**config.mk**
```make
export PLATFORM = sky130hd
export DESIGN_NAME = alu_issue_stage
export DESIGN_NICKNAME = d
export VERILOG_FILES = /design/src/rtl/alu_issue_stage.sv
export SDC_FILE = /design/constraint.sdc
export NUM_CORES = 1
export LEC_CHECK = 0
export ABC_AREA = 0
export CAP_MARGIN = 20
export CORE_ASPECT_RATIO = 1.25
export CORE_MARGIN = 1.5
export CORE_UTILIZATION = 44
export DETAILED_ROUTE_END_ITERATION = 7
export GPL_ROUTABILITY_DRIVEN = 0
export PLACE_DENSITY = 0.82
export SLEW_MARGIN = 5
export SYNTH_ARGS = -nofsm -noshare
export SYNTH_HDL_FRONTEND = slang
export SYNTH_SLANG_ARGS = --single-unit
```
**constraint.sdc**
```tcl
create_clock -name clk -period 2.5 [get_ports clk]
set_input_delay 0.375 -clock clk [delete_from_list [all_inputs] [get_ports clk]]
set_output_delay 0.375 -clock clk [all_outputs]
set_load 0.01 [all_outputs]
```
**src/rtl/alu_issue_stage.sv**
```systemverilog
// rtl/alu_issue_stage.sv - decode-to-execute register with operand forwarding, load-use stall and flush
module alu_issue_stage #(
   parameter int XLEN  = 32,
   parameter int RADDR = 5
) (
   input  logic             clk,
   input  logic             rst_n,
   input  logic             in_valid,
   output logic             in_ready,
   input  logic [RADDR-1:0] in_rs1,
   input  logic [RADDR-1:0] in_rs2,
   input  logic [XLEN-1:0]  in_rs1_data,
   input  logic [XLEN-1:0]  in_rs2_data,
   input  logic [XLEN-1:0]  in_imm,
   input  logic             in_alu_src,
   input  logic [2:0]       in_alu_ctrl,
   input  logic [RADDR-1:0] in_rd,
   input  logic             in_reg_write,
   input  logic             flush,
   input  logic             mem_fwd_en,
   input  logic [RADDR-1:0] mem_fwd_rd,
   input  logic [XLEN-1:0]  mem_fwd_data,
   input  logic             mem_fwd_is_load,
   input  logic             wb_fwd_en,
   input  logic [RADDR-1:0] wb_fwd_rd,
   input  logic [XLEN-1:0]  wb_fwd_data,
   output logic             out_valid,
   input  logic             out_ready,
   output logic [XLEN-1:0]  srcA,
   output logic [XLEN-1:0]  srcB,
   output logic [2:0]       alu_ctrl,
   output logic [RADDR-1:0] rd,
   output logic             reg_write
);

   logic             hazard;
   logic             capture;
   logic             hold;
   logic [XLEN-1:0]  rs1_val;
   logic [XLEN-1:0]  rs2_val;
   logic [RADDR-1:0] held_rs1;
   logic [RADDR-1:0] held_rs2;
   logic             held_alu_src;
   logic             reg_write_q;

   always_comb begin
      hazard = mem_fwd_en && mem_fwd_is_load && (mem_fwd_rd != '0) &&
               ((mem_fwd_rd == in_rs1) || (!in_alu_src && (mem_fwd_rd == in_rs2)));
   end

   assign in_ready  = !hazard && (!out_valid || out_ready);
   assign capture   = in_valid && in_ready && !flush;
   assign hold      = out_valid && !out_ready;
   assign reg_write = reg_write_q && out_valid;

   // MEM beats WB; a matching MEM load never reaches here because hazard blocks capture.
   always_comb begin
      rs1_val = in_rs1_data;
      if (in_rs1 == '0)
         rs1_val = '0;
      else if (mem_fwd_en && (mem_fwd_rd == in_rs1))
         rs1_val = mem_fwd_data;
      else if (wb_fwd_en && (wb_fwd_rd == in_rs1))
         rs1_val = wb_fwd_data;

      rs2_val = in_rs2_data;
      if (in_rs2 == '0)
         rs2_val = '0;
      else if (mem_fwd_en && (mem_fwd_rd == in_rs2))
         rs2_val = mem_fwd_data;
      else if (wb_fwd_en && (wb_fwd_rd == in_rs2))
         rs2_val = wb_fwd_data;
   end

   always_ff @(posedge clk or negedge rst_n) begin
      if (!rst_n) begin
         out_valid    <= 1'b0;
         srcA         <= '0;
         srcB         <= '0;
         alu_ctrl     <= 3'b000;
         rd           <= '0;
         reg_write_q  <= 1'b0;
         held_rs1     <= '0;
         held_rs2     <= '0;
         held_alu_src <= 1'b0;
      end else if (capture) begin
         out_valid    <= 1'b1;
         srcA         <= rs1_val;
         srcB         <= in_alu_src ? in_imm : rs2_val;
         alu_ctrl     <= in_alu_ctrl;
         rd           <= in_rd;
         reg_write_q  <= in_reg_write;
         held_rs1     <= in_rs1;
         held_rs2     <= in_rs2;
         held_alu_src <= in_alu_src;
      end else begin
         if (flush || out_ready)
            out_valid <= 1'b0;
         // A stalled instruction keeps picking up late WB results for its sources.
         if (hold && wb_fwd_en) begin
            if ((held_rs1 != '0) && (wb_fwd_rd == held_rs1))
               srcA <= wb_fwd_data;
            if (!held_alu_src && (held_rs2 != '0) && (wb_fwd_rd == held_rs2))
               srcB <= wb_fwd_data;
         end
      end
   end

endmodule

```
==> results of run 1 <==
==> cells in the final DEF, fill, tap and decap left out, types with 2 or more instances in the layout <==
master / netlist / routed
a21oi_1: 33 / 33
nor3_4: 0 / 2
o31ai_1: 64 / 64
dfrtp_1: 85 / 85
o21bai_4: 0 / 2
clkbuf_1: 57 / 2
a32oi_1: 32 / 32
buf_12: 1 / 16
and2_1: 8 / 6
mux2i_1: 64 / 64
xor2_1: 17 / 17
nand2_1: 3 / 3
buf_4: 1 / 53
clkinv_2: 0 / 3
and2_2: 0 / 2
inv_1: 32 / 32
nor2_1: 3 / 3
clkbuf_16: 0 / 9
clkdlybuf4s50_1: 0 / 269
o32ai_1: 32 / 32
bufinv_16: 0 / 2
nor4_4: 2 / 2
or4_1: 4 / 3
a21boi_0: 50 / 50
nand3_1: 33 / 33
and3_1: 65 / 64
mux2_2: 6 / 6
xnor2_1: 11 / 11
mux2_4: 14 / 14
a21boi_1: 14 / 14
a31oi_1: 32 / 32
==> timing repair <==
action,in CTS,in global routing
cloned,0,0
setup endpoints to repair,1,3
resized for setup,1,3
==> metrics by stage <==
| stage | area [um^2] | hold slack [ns] | total power [uW] | std cells |
|---|---|---|---|---|
| 2_1_floorplan | 6630 | 0.07941 | 2581 | 710 |
| 3_3_place_gp | 9877 | 0.4614 | 3667 | 1145 |
| 3_5_place_dp | 9877 | 0.4681 | 3700 | 1145 |
| 4_1_cts | 10180 | 0.09856 | 5167 | 1161 |
| 5_1_grt | 10190 | 0.1295 | 5393 | 1162 |
| 6_report | 10190 | 0.07668 | 5171 | 1162 |
==> flip-flops by register name, summed over array words and instances (netlist names) <==
| signal | count |
|---|---|
| held_alu_src | 1 |
| held_rs2 | 5 |
| out_valid | 1 |
| srcB | 32 |
| held_rs1 | 5 |
| alu_ctrl | 3 |
| srcA | 32 |
| reg_write_q | 1 |
| rd | 5 |
==> power by group through the flow <==
stage | Clock [uW] | Sequential (uW) | Combinational, uW
after floorplan | 0 | 1880 | 701
after detailed placement | 0 | 1810 | 1890
after global routing | 1540 | 1820 | 2030
after CTS | 1470 | 1790 | 1910
after global placement | 0 | 1800 | 1870
final | 1460 | 1790 | 1920
==> per-layer routing <==
layer	vias up	GRT usage, %	wire, um
met5	-	0	10
met4	2	15.72	1069
met3	80	5.582	2021
met2	443	57.41	13320
met1	3597	40.64	10160
li1	3275	-	-
==> worst max-delay path: stages <==
cell and delay, ns:
clkdlybuf4s50_1 0.44, or3_1 0.39, o311a_1 0.33, and2_1 0.19, nor2_1 0.10, clkbuf_2 0.16
==> worst max path at each step <==
stage                   from              endpoint  slack (ns)  depth (start not counted)
3_5_place_dp   mem_fwd_rd[2]              in_ready       -0.27                          6
2_1_floorplan  mem_fwd_rd[2]              in_ready        0.46                          6
6_report       mem_fwd_rd[2]              in_ready        0.14                          6
4_1_cts        mem_fwd_rd[2]              in_ready       0.005                          6
3_3_place_gp   mem_fwd_rd[2]              in_ready       -0.21                          6
5_1_grt        mem_fwd_rd[3]  srcA[16]$_DFFE_PN0P_        0.07                          9
==> final cells by class <==
class                           instances  area share (%)
Clock inverter                          5          0.7370
Multi-Input combinational cell        505           38.96
Sequential cell                        85           20.88
Clock buffer                           11           2.285
Timing Repair Buffer                  341           33.69
Inverter                               32           1.179
Antenna cell                            1         0.02457
Tap cell                              182           2.236
==> cell families (layout without fill, tap and decap cells) <==
| kind of cell | after synthesis | count (layout) | synth area share [%] |
|---|---|---|---|
| AO/OA/AOI/OAI | 266 | 266 | 29.59 |
| AND/OR/NAND/NOR | 127 | 127 | 11.87 |
| buffers and inverters | 120 | 389 | 8.908 |
| flip-flops | 85 | 85 | 32.08 |
| multiplexers | 84 | 84 | 13.85 |
| XOR/XNOR | 28 | 28 | 3.699 |
| other | 0 | 1 | 0 |
==> results.py, run 1 <==
metrics = {
    "detailed_routing": {
        "drcViolationCount": 0,
        "routed_wirelength_um": 26580,
        "route.antenna.remaining_nets": 0,
        "avgViaCountPerCell": 6.366,
        "drt_pass1_iterations": 5,
        "drtIter0Drc": 697,
        "post_drt_wl_per_cell_um": 22.87,
        "vias": 7397,
    },
    "pwr": {
        "vdd_ir_drop_max_uv": 366.0,
        "p_int_uw": 3584,
        "leakagePower_uw": 0.004687,
        "power.clock.fraction_pct": 28.2,
        "combPwrFrac_pct": 37.1,
        "switching_power_uw": 1586,
        "swShare_pct": 30.68,
        "seq_power_share_pct": 34.6,
        "power.density_cell_area_nw_per_um2": 507.6,
    },
    "timing": {
        "grt_setup_unrepaired": "no",
        "number_of_hold_violations_in_the_final_report": 0,
        "final-max-slew-violation-count": 0,
        "worstMarginPinSlew_ns": 0.7427,
        "final_min_period_over_clock_period_pct": 94.24,
        "final_critical_path_setup_slack_ns": 0.1439,
        "fin_setup_tns_ns": 0,
        "min_period_ns": 2.356,
        "setup_violations": 0,
        "timing.fmax_mhz": 424.4,
        "final.setup_skew_ns": 0.01219,
        "relSlewSlack_pct": 50.49,
    },
    "job": {
        "drv_cap": 0,
    },
    "setup_path": {
        "worst_ep_required_time_ns": 2.12,
        "worstSetupPathType": "input port to primary output",
        "crit_fanout": 3,
        "critPathLaunchType": "input port",
        "critical_path_arrival_ns": 1.98,
        "reg2reg_depth": 6,
        "cp_capture_type": "primary output",
        "worstReg2RegStart": "out_valid$_DFFE_PN0P_",
        "worst-r2r-setup-slack_ns": 0.32,
        "reg2reg_to": "srcA[7]$_DFFE_PN0P_",
    },
    "grt": {
        "grt.overflow.total": 0,
        "antenna_violations_before_repair": 2,
        "grt_pass1_vias": 7574,
        "grt_first_pass_wirelength_um": 41380,
        "grt_max_degree": 65,
        "grtUsageTotal_pct": 33.39,
    },
    "floorplanning": {
        "die_area_um2": 15820,
        "rows": 50,
        "die_height_um": 140.2,
        "floorplan.core_area_um2": 14830,
        "floorplan.initialDensity_pct": 44.72,
        "top_level_ports": 273,
        "die_width_um": 112.8,
    },
    "logic_synthesis": {
        "postSynthAreaPerCell_um2": 9.338,
        "synth.distinct_cells": 43,
        "gate_count_after_technology_mapping": 710,
        "synthMostInstantiatedCell": "dfrtp_1",
        "ys_warn_count": 0,
        "synth.ff_latch_count": 85,
        "synth_nets": 908,
        "netlist.top_cell.by_area": "dfrtp_1",
        "yosysTopAreaCellShare_pct": 32.08,
        "synth_sequential_area_ratio_pct": 32.08,
        "synth-edff-count": 0,
        "asyncSetResetFlopFracSynth_pct": 100.0,
        "synth.cells.most_frequent": "dfrtp_1 (85), and3_1 (65), mux2i_1 (64), o31ai_1 (64), clkbuf_1 (57)",
        "netlist_area_um2": 6630,
        "synth_flop_cell": "dfrtp_1",
        "synth_area_leaders": "dfrtp_1 (32%), mux2i_1 (9.7%), o31ai_1 (7.2%), and3_1 (6.1%), a21boi_0 (5.7%)",
    },
    "clocking": {
        "cts_num_sinks": 85,
        "tritoncts": "done",
        "number_of_clock_buffers_inserted_by_tritoncts": 9,
        "post-cts-setup-buffers": 0,
        "cts-root-to-sink-buffers": 2,
        "hold_buffers": 0,
        "path_clk_slew_ns": 0.07,
        "cts_max_level": 3,
        "clkLatencyLatePin_ns": 0.35,
        "root_buffer": "clkbuf_16",
    },
    "hold_path": {
        "hold_path_class": "input port to async pin",
    },
    "cells_and_area": {
        "layout-drive-gt1-share_pct": 12.26,
        "syn2layout_area_growth_pct": 53.63,
        "finalNetCount": 1172,
        "sequential_cell_area_um2": 2127,
        "multi_input_comb_area_um2": 3969,
        "fillers": 1151,
        "layout.core_utilization_pct": 68.70,
    },
    "outcome": {
        "run_status": "completed",
    },
    "placement": {
        "dpl_worst_slack_ns": -0.2680,
        "detailed_place_hpwl_um": 18610,
        "io_buffers": 272,
    },
}
No activity file was read; power rests on OpenSTA's default activity.
==> run 2, diff against run 1 <==
- CORE_MARGIN: 1.5 -> not set
- HOLD_SLACK_MARGIN: not set -> 0.12
==> run 2 against run 1 <==
  * The flow now finishes with violations (DRC)
  * Non-clock buffer count is 5 lower
  * Register-to-register slack better by 0.02 ns
  * First-iteration DRC count is 20% higher
  * Die area is 1.6% lower
  * Fmax is 3.1% lower
  * Utilization is 1.7 points higher
  * Worst hold slack better by 0.44 ns
==> results.py, run 2 (synthesized netlist as in run 1, its figures left out) <==
metrics = {
    "hold_path": {
        "holdCritStartpoint": "rd[3]$_DFFE_PN0N_",
        "timing.hold.worst_path_depth": 1,
        "hold_path_class": "flip-flop to flip-flop",
        "min_delay_worst_endpoint": "rd[3]$_DFFE_PN0N_",
    },
    "pwr": {
        "vdd_ir_drop_max_uv": 315.4,
        "leakagePower_uw": 0.004683,
        "totalPowerFinal_uw": 5305,
        "power.density_cell_area_nw_per_um2": 518.4,
    },
    "timing": {
        "final_critical_path_setup_slack_ns": 0.06816,
        "timing.fmax_mhz": 411.2,
        "final.setup_skew_ns": 0.007651,
        "final_min_period_over_clock_period_pct": 97.27,
        "number_of_hold_violations_in_the_final_report": 0,
        "fin_setup_tns_ns": 0,
        "min_period_ns": 2.432,
        "setup_violations": 0,
        "relSlewSlack_pct": 58.02,
        "finalHoldWorstSlack_ns": 0.5123,
        "final-max-slew-violation-count": 0,
        "worstMarginPinSlew_ns": 0.6297,
    },
    "floorplanning": {
        "rows": 49,
        "die_area_um2": 15570,
        "floorplan.initialDensity_pct": 45.63,
        "floorplan.core_area_um2": 14530,
        "top_level_ports": 273,
        "die_height_um": 139.2,
        "die_width_um": 111.8,
    },
    "cells_and_area": {
        "layout.cells.most_common": "clkdlybuf4s50_1",
        "multi_input_comb_area_um2": 3983,
        "layout-drive-gt1-share_pct": 11.73,
        "fin_cells": 1152,
        "sequential_cell_area_um2": 2127,
        "finalNetCount": 1167,
        "fillers": 1107,
        "largest_registers": "srcA: 32 flops, srcB: 32 flops",
        "final_cell_mix": "clkdlybuf4s50_1 (269), dfrtp_1 (85), and3_1 (65)",
        "syn2layout_area_growth_pct": 54.35,
    },
    "clocking": {
        "clkLatencyLatePin_ns": 0.34,
        "tritoncts": "done",
        "cts_max_level": 3,
        "number_of_clock_buffers_inserted_by_tritoncts": 9,
        "post-cts-setup-buffers": 0,
        "cts-root-to-sink-buffers": 2,
        "path_clk_slew_ns": 0.07,
        "root_buffer": "clkbuf_16",
        "cts_num_sinks": 85,
    },
    "setup_path": {
        "worst-r2r-setup-slack_ns": 0.34,
        "reg2reg_depth": 6,
        "crit_fanout": 2,
        "reg2reg_to": "srcA[17]$_DFFE_PN0P_",
        "worstSetupPathType": "input port to primary output",
        "cp_capture_type": "primary output",
        "critPathLaunchType": "input port",
        "worst_ep_required_time_ns": 2.12,
        "worstReg2RegStart": "out_valid$_DFFE_PN0P_",
        "critical_path_arrival_ns": 2.06,
    },
    "placement": {
        "dpl_worst_slack_ns": -0.2123,
        "io_buffers": 272,
        "detailed_place_hpwl_um": 18710,
        "placedCellCount": 1135,
    },
    "detailed_routing": {
        "routed_wirelength_um": 26930,
        "vias": 7450,
        "post_drt_wl_per_cell_um": 23.37,
        "route.antenna.remaining_nets": 0,
        "drcViolationCount": 16,
        "drtIter0Drc": 833,
        "drt_pass1_iterations": 7,
        "avgViaCountPerCell": 6.467,
    },
    "grt": {
        "antenna_violations_before_repair": 2,
        "grtUsageTotal_pct": 33.94,
        "grt.overflow.total": 0,
        "grt_first_pass_wirelength_um": 41170,
        "grt_max_degree": 45,
        "grt_pass1_vias": 7490,
    },
    "outcome": {
        "violations_in_the_final_reports": "DRC",
        "run_status": "complete, but fails checks",
    },
    "job": {
        "drv_cap": 0,
    },
}
run 2: final cells by class:
class | instances | share of cell area (%)
flip-flops and latches | 85 | 20.78
well taps | 178 | 2.176
clock buffers | 10 | 2.335
multi-input cells | 505 | 38.92
diodes | 2 | 0.04891
repair buffers | 336 | 33.61
inverters | 32 | 1.174
clock inverters | 4 | 0.9537
run 2: metal layers:
layer	GRT usage [%]	vias to the layer above	part of all wire (%)
met5	0	-	0
met4	18.35	0	4.6
met3	5.488	92	9.4
met2	56.65	549	49
met1	41.80	3562	37
li1	-	3247	-
run 2: stage by stage:
stage	util, %	area [um^2]
detailed placement	67.88	9863
global placement	67.88	9863
global route	70.43	10230
CTS	70.26	10210
floorplan	-	6630
finish	70.43	10230
run 2: where the power goes:
group | switching (uW) | internal [uW]
Clock | 588 | 994
Combinational | 837 | 1090
Sequential | 170 | 1620
Total | 1590 | 3710
run 2: worst max path at each step:
stage | from | endpoint | slack [ns] | cells after the start
after global routing | mem_fwd_rd[3] | in_ready | -0.02 | 8
after detailed placement | mem_fwd_rd[2] | in_ready | -0.21 | 6
after global placement | mem_fwd_rd[3] | in_ready | -0.21 | 6
after CTS | mem_fwd_rd[2] | in_ready | 0.05 | 6
final | mem_fwd_rd[2] | in_ready | 0.07 | 6
after floorplan | mem_fwd_rd[2] | in_ready | 0.46 | 6
run 2: timing repair:
action                                 in CTS  in global routing
endpoints found under the hold margin      41                  0
hold buffers                                1                  0
resized for setup                           1                  4
setup endpoints to repair                   1                  1
pin swaps                                   0                  0
run 2: critical path, cell delays in order:
cell and delay (ns):
clkdlybuf4s50_1 0.45, or3_1 0.38, o311a_1 0.31, and2_1 0.18
nor2_1 0.09, clkdlybuf4s15_1 0.27
